`src/rtl/mult_rr_scheduler_pkg.sv`:
```
// mult_rr_scheduler_pkg: shared state encoding and default sizing for the multiplier scheduler
package mult_rr_scheduler_pkg;
    typedef enum logic [1:0] {
        IDLE    = 2'd0,
        ISSUE   = 2'd1,
        WAIT    = 2'd2,
        DELIVER = 2'd3
    } state_t;
    localparam int DEF_WIDTH   = 4;
    localparam int DEF_NREQ    = 4;
    localparam int DEF_IDW     = 2;
    localparam int DEF_TIMEOUT = 64;
endpackage

```
`src/rtl/mult_rr_scheduler_if.sv`:
```
// mult_rr_scheduler_if: requester-side request/grant and tagged response bus
interface mult_rr_scheduler_if
    import mult_rr_scheduler_pkg::*;
#(
    parameter int NREQ  = DEF_NREQ,
    parameter int WIDTH = DEF_WIDTH,
    parameter int IDW   = DEF_IDW
);
    logic [NREQ-1:0]       req;
    logic [NREQ*WIDTH-1:0] req_a;
    logic [NREQ*WIDTH-1:0] req_b;
    logic [NREQ-1:0]       gnt;
    logic                  rsp_valid;
    logic [IDW-1:0]        rsp_id;
    logic [2*WIDTH-1:0]    rsp_product;
    logic                  rsp_err;
    modport master (output req, req_a, req_b, input gnt, rsp_valid, rsp_id, rsp_product, rsp_err);
    modport slave  (input req, req_a, req_b, output gnt, rsp_valid, rsp_id, rsp_product, rsp_err);
endinterface

```
`src/rtl/mult_rr_scheduler_rr_pick.sv`:
```
// rr_pick: combinational round-robin pick, first set request at or after ptr
module rr_pick
    import mult_rr_scheduler_pkg::*;
#(
    parameter int NREQ = DEF_NREQ,
    parameter int IDW  = DEF_IDW
) (
    input  logic [NREQ-1:0] req,
    input  logic [IDW-1:0]  ptr,
    output logic [NREQ-1:0] gnt,
    output logic [IDW-1:0]  id
);
    // scan from farthest to nearest so the requester closest to ptr wins
    always_comb begin
        gnt = '0;
        id  = '0;
        for (int i = NREQ - 1; i >= 0; i--) begin
            if (req[(int'(ptr) + i) % NREQ]) begin
                gnt = NREQ'(1) << ((int'(ptr) + i) % NREQ);
                id  = IDW'((int'(ptr) + i) % NREQ);
            end
        end
    end
endmodule

```
`src/rtl/mult_rr_scheduler.sv`:
```
// mult_rr_scheduler: shares one multiplier round-robin and flags job latency variation
module mult_rr_scheduler
    import mult_rr_scheduler_pkg::*;
#(
    parameter int WIDTH   = DEF_WIDTH,
    parameter int NREQ    = DEF_NREQ,
    parameter int IDW     = DEF_IDW,
    parameter int TIMEOUT = DEF_TIMEOUT
) (
    input  logic                 clk,
    input  logic                 rst,
    mult_rr_scheduler_if.slave   bus,
    output logic                 busy,
    output logic                 lat_leak,
    output logic                 mul_start,
    output logic [WIDTH-1:0]     mul_multiplier,
    output logic [WIDTH-1:0]     mul_multiplicand,
    input  logic [2*WIDTH-1:0]   mul_product,
    input  logic                 mul_done
);
    localparam int CW = $clog2(TIMEOUT);

    state_t          state, state_nxt;
    logic [IDW-1:0]  ptr, id, pick_id;
    logic [NREQ-1:0] pick_gnt;
    logic [CW-1:0]   cnt, ref_lat;
    logic            ref_valid, done_ok, tmo;

    rr_pick #(.NREQ(NREQ), .IDW(IDW)) u_pick (
        .req (bus.req),
        .ptr (ptr),
        .gnt (pick_gnt),
        .id  (pick_id)
    );

    // a done in the first WAIT cycle (cnt==0) is stale from the previous job
    assign done_ok    = mul_done && cnt != '0;
    assign tmo        = cnt == CW'(TIMEOUT - 1);
    assign bus.rsp_id = id;

    // state register
    always_ff @(posedge clk) state <= !rst ? IDLE : state_nxt;

    // next-state decode plus grant and strobe outputs
    always_comb begin
        state_nxt     = state;
        bus.gnt       = '0;
        case (state)
            IDLE: begin
                if (|bus.req) begin
                    state_nxt = ISSUE;
                    bus.gnt   = pick_gnt;
                end
            end
            ISSUE:   state_nxt = WAIT;
            WAIT:    state_nxt = (done_ok || tmo) ? DELIVER : WAIT;
            DELIVER: state_nxt = IDLE;
            default: state_nxt = IDLE;
        endcase
        mul_start     = state == ISSUE;
        bus.rsp_valid = state == DELIVER;
        busy          = state != IDLE;
    end

    // operand capture, latency counting, result capture and pointer rotation
    always_ff @(posedge clk) begin
        if (!rst) begin
            ptr              <= '0;
            id               <= '0;
            cnt              <= '0;
            ref_lat          <= '0;
            ref_valid        <= 1'b0;
            lat_leak         <= 1'b0;
            mul_multiplier   <= '0;
            mul_multiplicand <= '0;
            bus.rsp_product  <= '0;
            bus.rsp_err      <= 1'b0;
        end else begin
            if (state == IDLE && |bus.req) begin
                id               <= pick_id;
                mul_multiplier   <= bus.req_a[int'(pick_id)*WIDTH +: WIDTH];
                mul_multiplicand <= bus.req_b[int'(pick_id)*WIDTH +: WIDTH];
            end
            if (state == ISSUE) cnt <= '0;
            if (state == WAIT) begin
                cnt <= cnt + 1'b1;
                if (done_ok) begin
                    bus.rsp_product <= mul_product;
                    bus.rsp_err     <= 1'b0;
                    if (!ref_valid) begin
                        ref_lat   <= cnt;
                        ref_valid <= 1'b1;
                    end else if (cnt != ref_lat) begin
                        lat_leak  <= 1'b1;
                    end
                end else if (tmo) begin
                    bus.rsp_product <= '0;
                    bus.rsp_err     <= 1'b1;
                end
            end
            if (state == DELIVER) ptr <= (int'(id) == NREQ - 1) ? '0 : id + 1'b1;
        end
    end
endmodule

```
`src/flat_wrapper.sv`:
```
// flat-port wrapper written by rule: the top's interface ports become plain ports
module mult_rr_scheduler_flat import mult_rr_scheduler_pkg::*;
#(
    parameter int WIDTH   = DEF_WIDTH,
    parameter int NREQ    = DEF_NREQ,
    parameter int IDW     = DEF_IDW,
    parameter int TIMEOUT = DEF_TIMEOUT
)
  (clk, rst, busy, lat_leak, mul_start, mul_multiplier, mul_multiplicand, mul_product, mul_done, bus_req, bus_req_a, bus_req_b, bus_gnt, bus_rsp_valid, bus_rsp_id, bus_rsp_product, bus_rsp_err);
  mult_rr_scheduler_if #(.NREQ(NREQ), .WIDTH(WIDTH), .IDW(IDW)) bus_i ();
  input  logic clk;
  input  logic rst;
  output logic busy;
  output logic lat_leak;
  output logic mul_start;
  output logic [WIDTH-1:0] mul_multiplier;
  output logic [WIDTH-1:0] mul_multiplicand;
  input  logic [2*WIDTH-1:0] mul_product;
  input  logic mul_done;
  input wire logic [$bits(bus_i.req)-1:0] bus_req;
  input wire logic [$bits(bus_i.req_a)-1:0] bus_req_a;
  input wire logic [$bits(bus_i.req_b)-1:0] bus_req_b;
  output wire logic [$bits(bus_i.gnt)-1:0] bus_gnt;
  output wire logic [$bits(bus_i.rsp_valid)-1:0] bus_rsp_valid;
  output wire logic [$bits(bus_i.rsp_id)-1:0] bus_rsp_id;
  output wire logic [$bits(bus_i.rsp_product)-1:0] bus_rsp_product;
  output wire logic [$bits(bus_i.rsp_err)-1:0] bus_rsp_err;
  assign bus_i.req = bus_req;
  assign bus_i.req_a = bus_req_a;
  assign bus_i.req_b = bus_req_b;
  assign bus_gnt = bus_i.gnt;
  assign bus_rsp_valid = bus_i.rsp_valid;
  assign bus_rsp_id = bus_i.rsp_id;
  assign bus_rsp_product = bus_i.rsp_product;
  assign bus_rsp_err = bus_i.rsp_err;
  mult_rr_scheduler #(.WIDTH(WIDTH), .NREQ(NREQ), .IDW(IDW), .TIMEOUT(TIMEOUT)) u_core (.clk(clk), .rst(rst), .bus(bus_i), .busy(busy), .lat_leak(lat_leak), .mul_start(mul_start), .mul_multiplier(mul_multiplier), .mul_multiplicand(mul_multiplicand), .mul_product(mul_product), .mul_done(mul_done));
endmodule
```
`config.mk`:
```
export PLATFORM = sky130hd
export DESIGN_NAME = mult_rr_scheduler_flat
export DESIGN_NICKNAME = d
export VERILOG_FILES = /design/src/rtl/mult_rr_scheduler_pkg.sv /design/src/rtl/mult_rr_scheduler_if.sv /design/src/rtl/mult_rr_scheduler_rr_pick.sv /design/src/rtl/mult_rr_scheduler.sv /design/src/flat_wrapper.sv
export SDC_FILE = /design/constraint.sdc
export NUM_CORES = 1
export LEC_CHECK = 0
export ABC_AREA = 1
export CORE_MARGIN = 10
export CORE_UTILIZATION = 35
export CTS_CLUSTER_DIAMETER = 80
export DETAILED_ROUTE_END_ITERATION = 7
export HOLD_SLACK_MARGIN = 0.05
export PLACE_DENSITY = 0.65
export REMOVE_ABC_BUFFERS = 1
export SLEW_MARGIN = 20
export SYNTH_ARGS = -nofsm -noshare
export SYNTH_HDL_FRONTEND = slang
export SYNTH_HIERARCHICAL = 1
export SYNTH_SLANG_ARGS = --single-unit
```
`constraint.sdc`:
```
create_clock -name clk -period 2.3 [get_ports clk]
set_input_delay 0.345 -clock clk [delete_from_list [all_inputs] [get_ports clk]]
set_output_delay 0.345 -clock clk [all_outputs]
set_load 0.03 [all_outputs]
```
* Yosys cells after proc, flatten, opt, wreduce, memory -nomap -nowiden *
Index checks and enable logic that the tools add are counted.

cells by class
  add/subtract/negate cells = 5
  $lt $le $gt $ge = 4
  eq/ne operators = 7
  shifts and indexed selects = 6
  mux-type cells = 31
  bitwise operators = 4
  reduce and logical (&&, ||, !) cells = 16

operator list
  kind                  count
  $shl 1x32->4 const A  3
  $shiftx 16x5->4       2
  $mux 4                6
  $mux 8                2
  $lt 3x4->1 const B    3
  $mux 2                6
  $mux 6                2
  $mux 1                10
  $bmux 1 s2            4
  $pmux 2 s4            1
  $add 6x1->6 const B   1
  $eq 6x6->1 const B    1
  $ne 6x6->1            1
  $reduce_bool 2->1     3
  $reduce_bool 6->1     1
  $reduce_or 2->1       3
  $add 2x1->2 const B   2
  $add 2x2->2 const B   2
  $eq 2x1->1 const B    2
  $eq 2x2->1 const B    2
  $reduce_and 2->1      2
  $reduce_and 4->1      1
  $reduce_or 4->1       1
  $shl 1x2->4 const A   1
  other kinds (8)       11

storage, ports and cells
  register bits after elaboration = 37
  bits of input ports = 47
  output and inout bits = 27
  logic and storage cells = 84

* Depth between registers and ports, before layout *
  depth in word-level cells = 12
  depth in mapped cells = 15

* Modules after synthesis *
The synthesis kept the hierarchy.

modules (own cells, without submodules)
  module             times used  cells each  area an instance (µm²)  sequential area each (µm²)
  mult_rr_scheduler  1           273         1905.6                  740.7
  rr_pick            1           83          483.0                   0.0

* Worst setup path before layout *
OpenSTA, ideal clock, no wires.

  path kind = reg-to-reg
  from = register u_core.ptr[0]
  to = register u_core.mul_multiplier[3]
  setup time = 0.117 ns
  arrival time = 2.268 ns
  required time = 2.183 ns
  slack = -0.085 ns
  cell stages (with the launch flop) = 15
  period minus slack after synthesis = 2.385 ns
  cells stage by stage = dfxtp_1 -> inv_2 -> ha_1 -> inv_1 -> nand3_2 -> nand2_4 -> inv_4 -> a21oi_1 -> o21ai_1 -> inv_2 -> buf_2 -> o21ai_0 -> o22ai_1 -> nor2_1 -> nor2_1

between the ends
  word-level cells in the longest chain between the ends = 9

ends and longest elaborated chain
  what                                        line                                                              source
  start, declared                             mult_rr_scheduler.sv:24                                           logic [IDW-1:0] ptr, id, pick_id;
  start signal, assigned                      mult_rr_scheduler.sv:101                                          if (state == DELIVER) ptr <= (int'(id) == NREQ - 1) ? '0 : id + 1'b1;
  $add 2x2->2                                 mult_rr_scheduler_rr_pick.sv:18, mult_rr_scheduler_rr_pick.sv:20
  $bmux 1 s2                                  mult_rr_scheduler_rr_pick.sv:18                                   if (req[(int'(ptr) + i) % NREQ]) begin
  $mux 1 (implied by the code) (2 in series)  mult_rr_scheduler_rr_pick.sv:18
  $mux 2 (3 in series)                        mult_rr_scheduler_rr_pick.sv:18
  $mux 2 *                                    mult_rr_scheduler_rr_pick.sv:18
  named net u_core.pick_id[0]                 mult_rr_scheduler.sv:24
  $shiftx 16x5->4 *                           mult_rr_scheduler.sv:81                                           mul_multiplier <= bus.req_a[int'(pick_id)*WIDTH +: WIDTH];
  end signal, assigned                        mult_rr_scheduler.sv:81
  end, declared                               mult_rr_scheduler.sv:16                                           output logic [WIDTH-1:0] mul_multiplier,

The timed path passes the listed nets; every way through them passes the cells marked *. The select of a mux whose other input is x is not followed.
A chain may end at the register's enable or synchronous reset.

* Worst setup path in the final report *
  from = register u_core.ptr[0]
  to = output port bus_gnt[3]

between the ends
  word-level cells in the longest chain between the ends = 10

ends and longest elaborated chain
  what                                                          line                                                              source
  $add 2x2->2                                                   mult_rr_scheduler_rr_pick.sv:18, mult_rr_scheduler_rr_pick.sv:19
  $bmux 1 s2 or $reduce_or 2->1 (tied branches)                 --
  $mux 1 (implied by the code) or $and 1x1->1 (tied branches)   --
  $mux 1 (implied by the code) or $shl 1x32->4 (tied branches)  mult_rr_scheduler_rr_pick.sv:18, mult_rr_scheduler_rr_pick.sv:19
  $mux 4 (3 in series)                                          mult_rr_scheduler_rr_pick.sv:18
  $mux 4 *                                                      mult_rr_scheduler_rr_pick.sv:18
  named net u_core.pick_gnt[3]                                  mult_rr_scheduler.sv:25                                           logic [NREQ-1:0] pick_gnt;
  $mux 4 *                                                      mult_rr_scheduler.sv:50                                           if (|bus.req) begin
  $mux 4 *                                                      mult_rr_scheduler.sv:48                                           case (state)
  end, declared                                                 flat_wrapper.sv:23                                                output wire logic [$bits(bus_i.gnt)-1:0] bus_gnt;

Marked as above.

==> flow_summary_export.csv <==
group,metric,value,unit
synthesis,yosysWarnings,6,
sta,setup_ws,0.110,ns
cts,path_clk_slew,0.07,ns
sta,fmax,457,MHz
synthesis,synth.avg_cell_area,6.71,µm²
route,drt_iter0_drc,148,
cells_and_area,area.growth.synth_to_final,42.7,%
power_and_ir_drop,pwr-share-seq,30.7,%
cts,cts_tree,"done",
floorplanning,start_util,35.5,%
floorplanning,die_y,103,µm
route,drt_first_pass_iters,5,
sta,hold_viol,0,
sta,tightest_slew,0.560,ns
sta,final-setup-viol-count,0,
cells_and_area,antenna_cells,0,
power_and_ir_drop,p_leak,0.00146,µW
worst_setup_path,end_kind,"output port",
power_and_ir_drop,max-vdd-ir-drop,367,µV
route,ant_nets,0,
worst_setup_path,r2r_cells,13,
synthesis,ys_seq_area_share,31.0,%
sta,fin_hold_ws,0.451,ns
route,finalWirelength,7070,µm
cts,cts_buffer_depth,2,
cts,clk_latency,0.29,ns
sta,rsz0062_at_grt,"yes",
route,vias,2491,
place,dp_slack,-0.0251,ns
synthesis,synth_area,2390,µm²
sta,maxSlewViolCount,0,
global_route,grt_max_degree,18,
global_route,grt.busiest_layer,"met2",
power_and_ir_drop,p_per_area,722,nW/µm²
power_and_ir_drop,clock_power_share,20.5,%
run,max_cap_violations,0,
global_route,grt_pass1_wl,11900,µm
status,run_status,"completed",
power_and_ir_drop,sw_frac_of_total,40.8,%
worst_setup_path,crit_fanout,8,
worst_setup_path,reg2reg_from,"u_core/ptr[0]",
floorplanning,die_area,10500,µm²
floorplanning,core,6720,µm²
cts,cts_htree_levels,2,
route,drc,0,
worst_setup_path,cp.arrival,1.85,ns
route,avgViaCountPerCell,4.84,
worst_setup_path,r2r_slack,0.33,ns
sta,period_needed,2.19,ns
place,place.gp.congestion,0.916,
place,io_buffers,73,
synthesis,yosys.cell_types.count,33,
power_and_ir_drop,comb_power_share,48.8,%
sta,period_share,95.2,%
synthesis,yosys_register_bits,37,
cts,cts-root-buf,"clkbuf_8",
global_route,globalRouteMet3Util,3.02,%
global_route,grt.overflow.total,0,
global_route,use_met1,16.7,%
global_route,met2_usage,23.6,%
sta,finalClockSkew,0.00596,ns
cts,cts_buffers,5,
cells_and_area,mostFrequentLayoutCell,"clkdlybuf4s50_1",
global_route,antenna_found_initial,0,
cells_and_area,fin_nets,496,
route,wl_per_cell,13.7,µm
synthesis,synthCells,356,
worst_setup_path,cp_data_required_time,1.96,ns
worst_setup_path,startpoint_type,"flop",
power_and_ir_drop,p_sw,1000,µW
worst_setup_path,path_class,"flop to output port",
worst_setup_path,critPathCapture,"bus_gnt[3]",
floorplanning,fp.dieW,103,µm
floorplanning,io_pins,74,
sta,maxSlewHeadroom,62.6,%
hold_path,hp-class,"flop to flop",
cells_and_area,drive_gt1_share,16.1,%
power_and_ir_drop,p_int,1460,µW
worst_setup_path,setup.worst_path.start,"u_core/ptr[0]",
place,post-dp-hpwl,5260,µm
worst_setup_path,r2r_end,"u_core/mul_multiplier[2]",
floorplanning,num_rows,30,
cts,cts_hold_buffers,0,
global_route,track_usage,13.9,%
cts,clkSinkCount,37,
global_route,grt_pass1_vias,2518,
cells_and_area,final_cell_mix,"66 x clkdlybuf4s50_1, 62 x nor2_1, 50 x nand2_1",
metrics by stage:
stage	total power, µW	area, µm²	setup TNS, ns	utilization [%]	instances
floorplan	1470	2310	-3.04	-	345
global placement	1900	3200	0	47.6	507
detailed placement	1910	3200	-0.114	47.6	507
CTS	2430	3310	0	49.3	515
global route	2640	3410	-0.101	50.7	515
finish	2460	3410	0	50.7	515
worst min path at each step:
stage                     slack (ns)               from  depth (start not counted)           endpoint
final                           0.45    u_core/lat_leak                          2    u_core/lat_leak
after global routing            0.47    u_core/lat_leak                          2    u_core/lat_leak
after CTS                       0.46    u_core/lat_leak                          2    u_core/lat_leak
after detailed placement        0.45    u_core/lat_leak                          2    u_core/lat_leak
after global placement          0.44    u_core/lat_leak                          2    u_core/lat_leak
after floorplan                 0.45  u_core/ref_lat[3]                          2  u_core/ref_lat[3]
cells by family after synthesis:
family / count (synthesis) / share of synthesized area, %
AOI/OAI and AO/OA: 75 / 16.8
adders and majority gates: 15 / 7.86
and+or+nand+nor: 171 / 33.6
DFF: 37 / 31.0
buffers and inverters: 58 / 10.8
worst max-delay path, cell delays in order, from the launching register on:
cell and delay, ns:
dfxtp_2 0.34, inv_2 0.06, ha_4 0.30, inv_4 0.05, nand3_4 0.08, nand2_8 0.09, inv_8 0.07, nand3_1 0.07
nand2_1 0.07, nor2_1 0.04, nor2_1 0.09, inv_1 0.04, nor2_1 0.07, buf_4 0.17
cell usage after synthesis:
cell	instances	area [µm²]
nand3_1	23	115
or2_0	2	12.5
ha_1	15	188
nand2_4	6	67.6
nor3_2	1	10.0
a21oi_1	26	130
buf_8	1	15.0
nor2_1	64	240
clkbuf_2	1	5.00
nand2_2	3	18.8
inv_1	39	146
buf_1	1	3.75
clkbuf_1	1	3.75
inv_2	6	22.5
o211a_1	1	10.0
o21ai_1	4	20.0
buf_4	3	22.5
inv_4	2	12.5
o21ai_0	34	170
a211oi_2	1	12.5
o22ai_1	8	50.1
nor2_4	1	11.3
nand3_2	5	50.1
nor3_1	3	15.0
buf_6	1	11.3
nor3b_1	1	7.51
a211oi_1	1	7.51
nand2_1	56	210
nor2_2	4	25.0
nand4_1	1	6.26
nand4_2	1	12.5
dfxtp_1	37	741
buf_2	3	15.0
timing repair:
action,4_1_cts,5_1_grt
setup endpoints to repair,4,4
resized for setup,1,30
pin swaps,0,16
buffers inserted,0,0
gates cloned,0,0
power by group through the flow:
stage | combinational [µW] | clock [µW] | sequential, µW
detailed placement | 1140 | 0 | 767
CTS | 1150 | 523 | 754
floorplan | 597 | 0 | 874
global placement | 1130 | 0 | 767
finish | 1200 | 505 | 755
global route | 1330 | 544 | 765
flip-flops by register name, indices dropped and copies added, names as in the netlist:
name / flops
u_core/mul_multiplier: 4
u_core/ref_valid: 1
u_core/bus.rsp_err: 1
u_core/bus.rsp_product: 8
u_core/bus.rsp_id: 2
u_core/mul_multiplicand: 4
u_core/cnt: 6
u_core/ref_lat: 6
u_core/state: 2
u_core/lat_leak: 1
u_core/ptr: 2
per-layer routing:
metal / up-vias / share of wire, %
li1: 1301 / -
met5: - / 0
met1: 1115 / 44
met3: 10 / 5.7
met4: 0 / 2.1
met2: 65 / 48
final cells by class:
class	count	area, µm²
clock buffers	7	96.3
clock inverters	1	5.00
fillers	661	3310
inverters	47	189
multi-input cells	261	1470
flip-flops and latches	37	743
well taps	80	100
repair buffers	82	803
(Power assumes the default switching activity.)
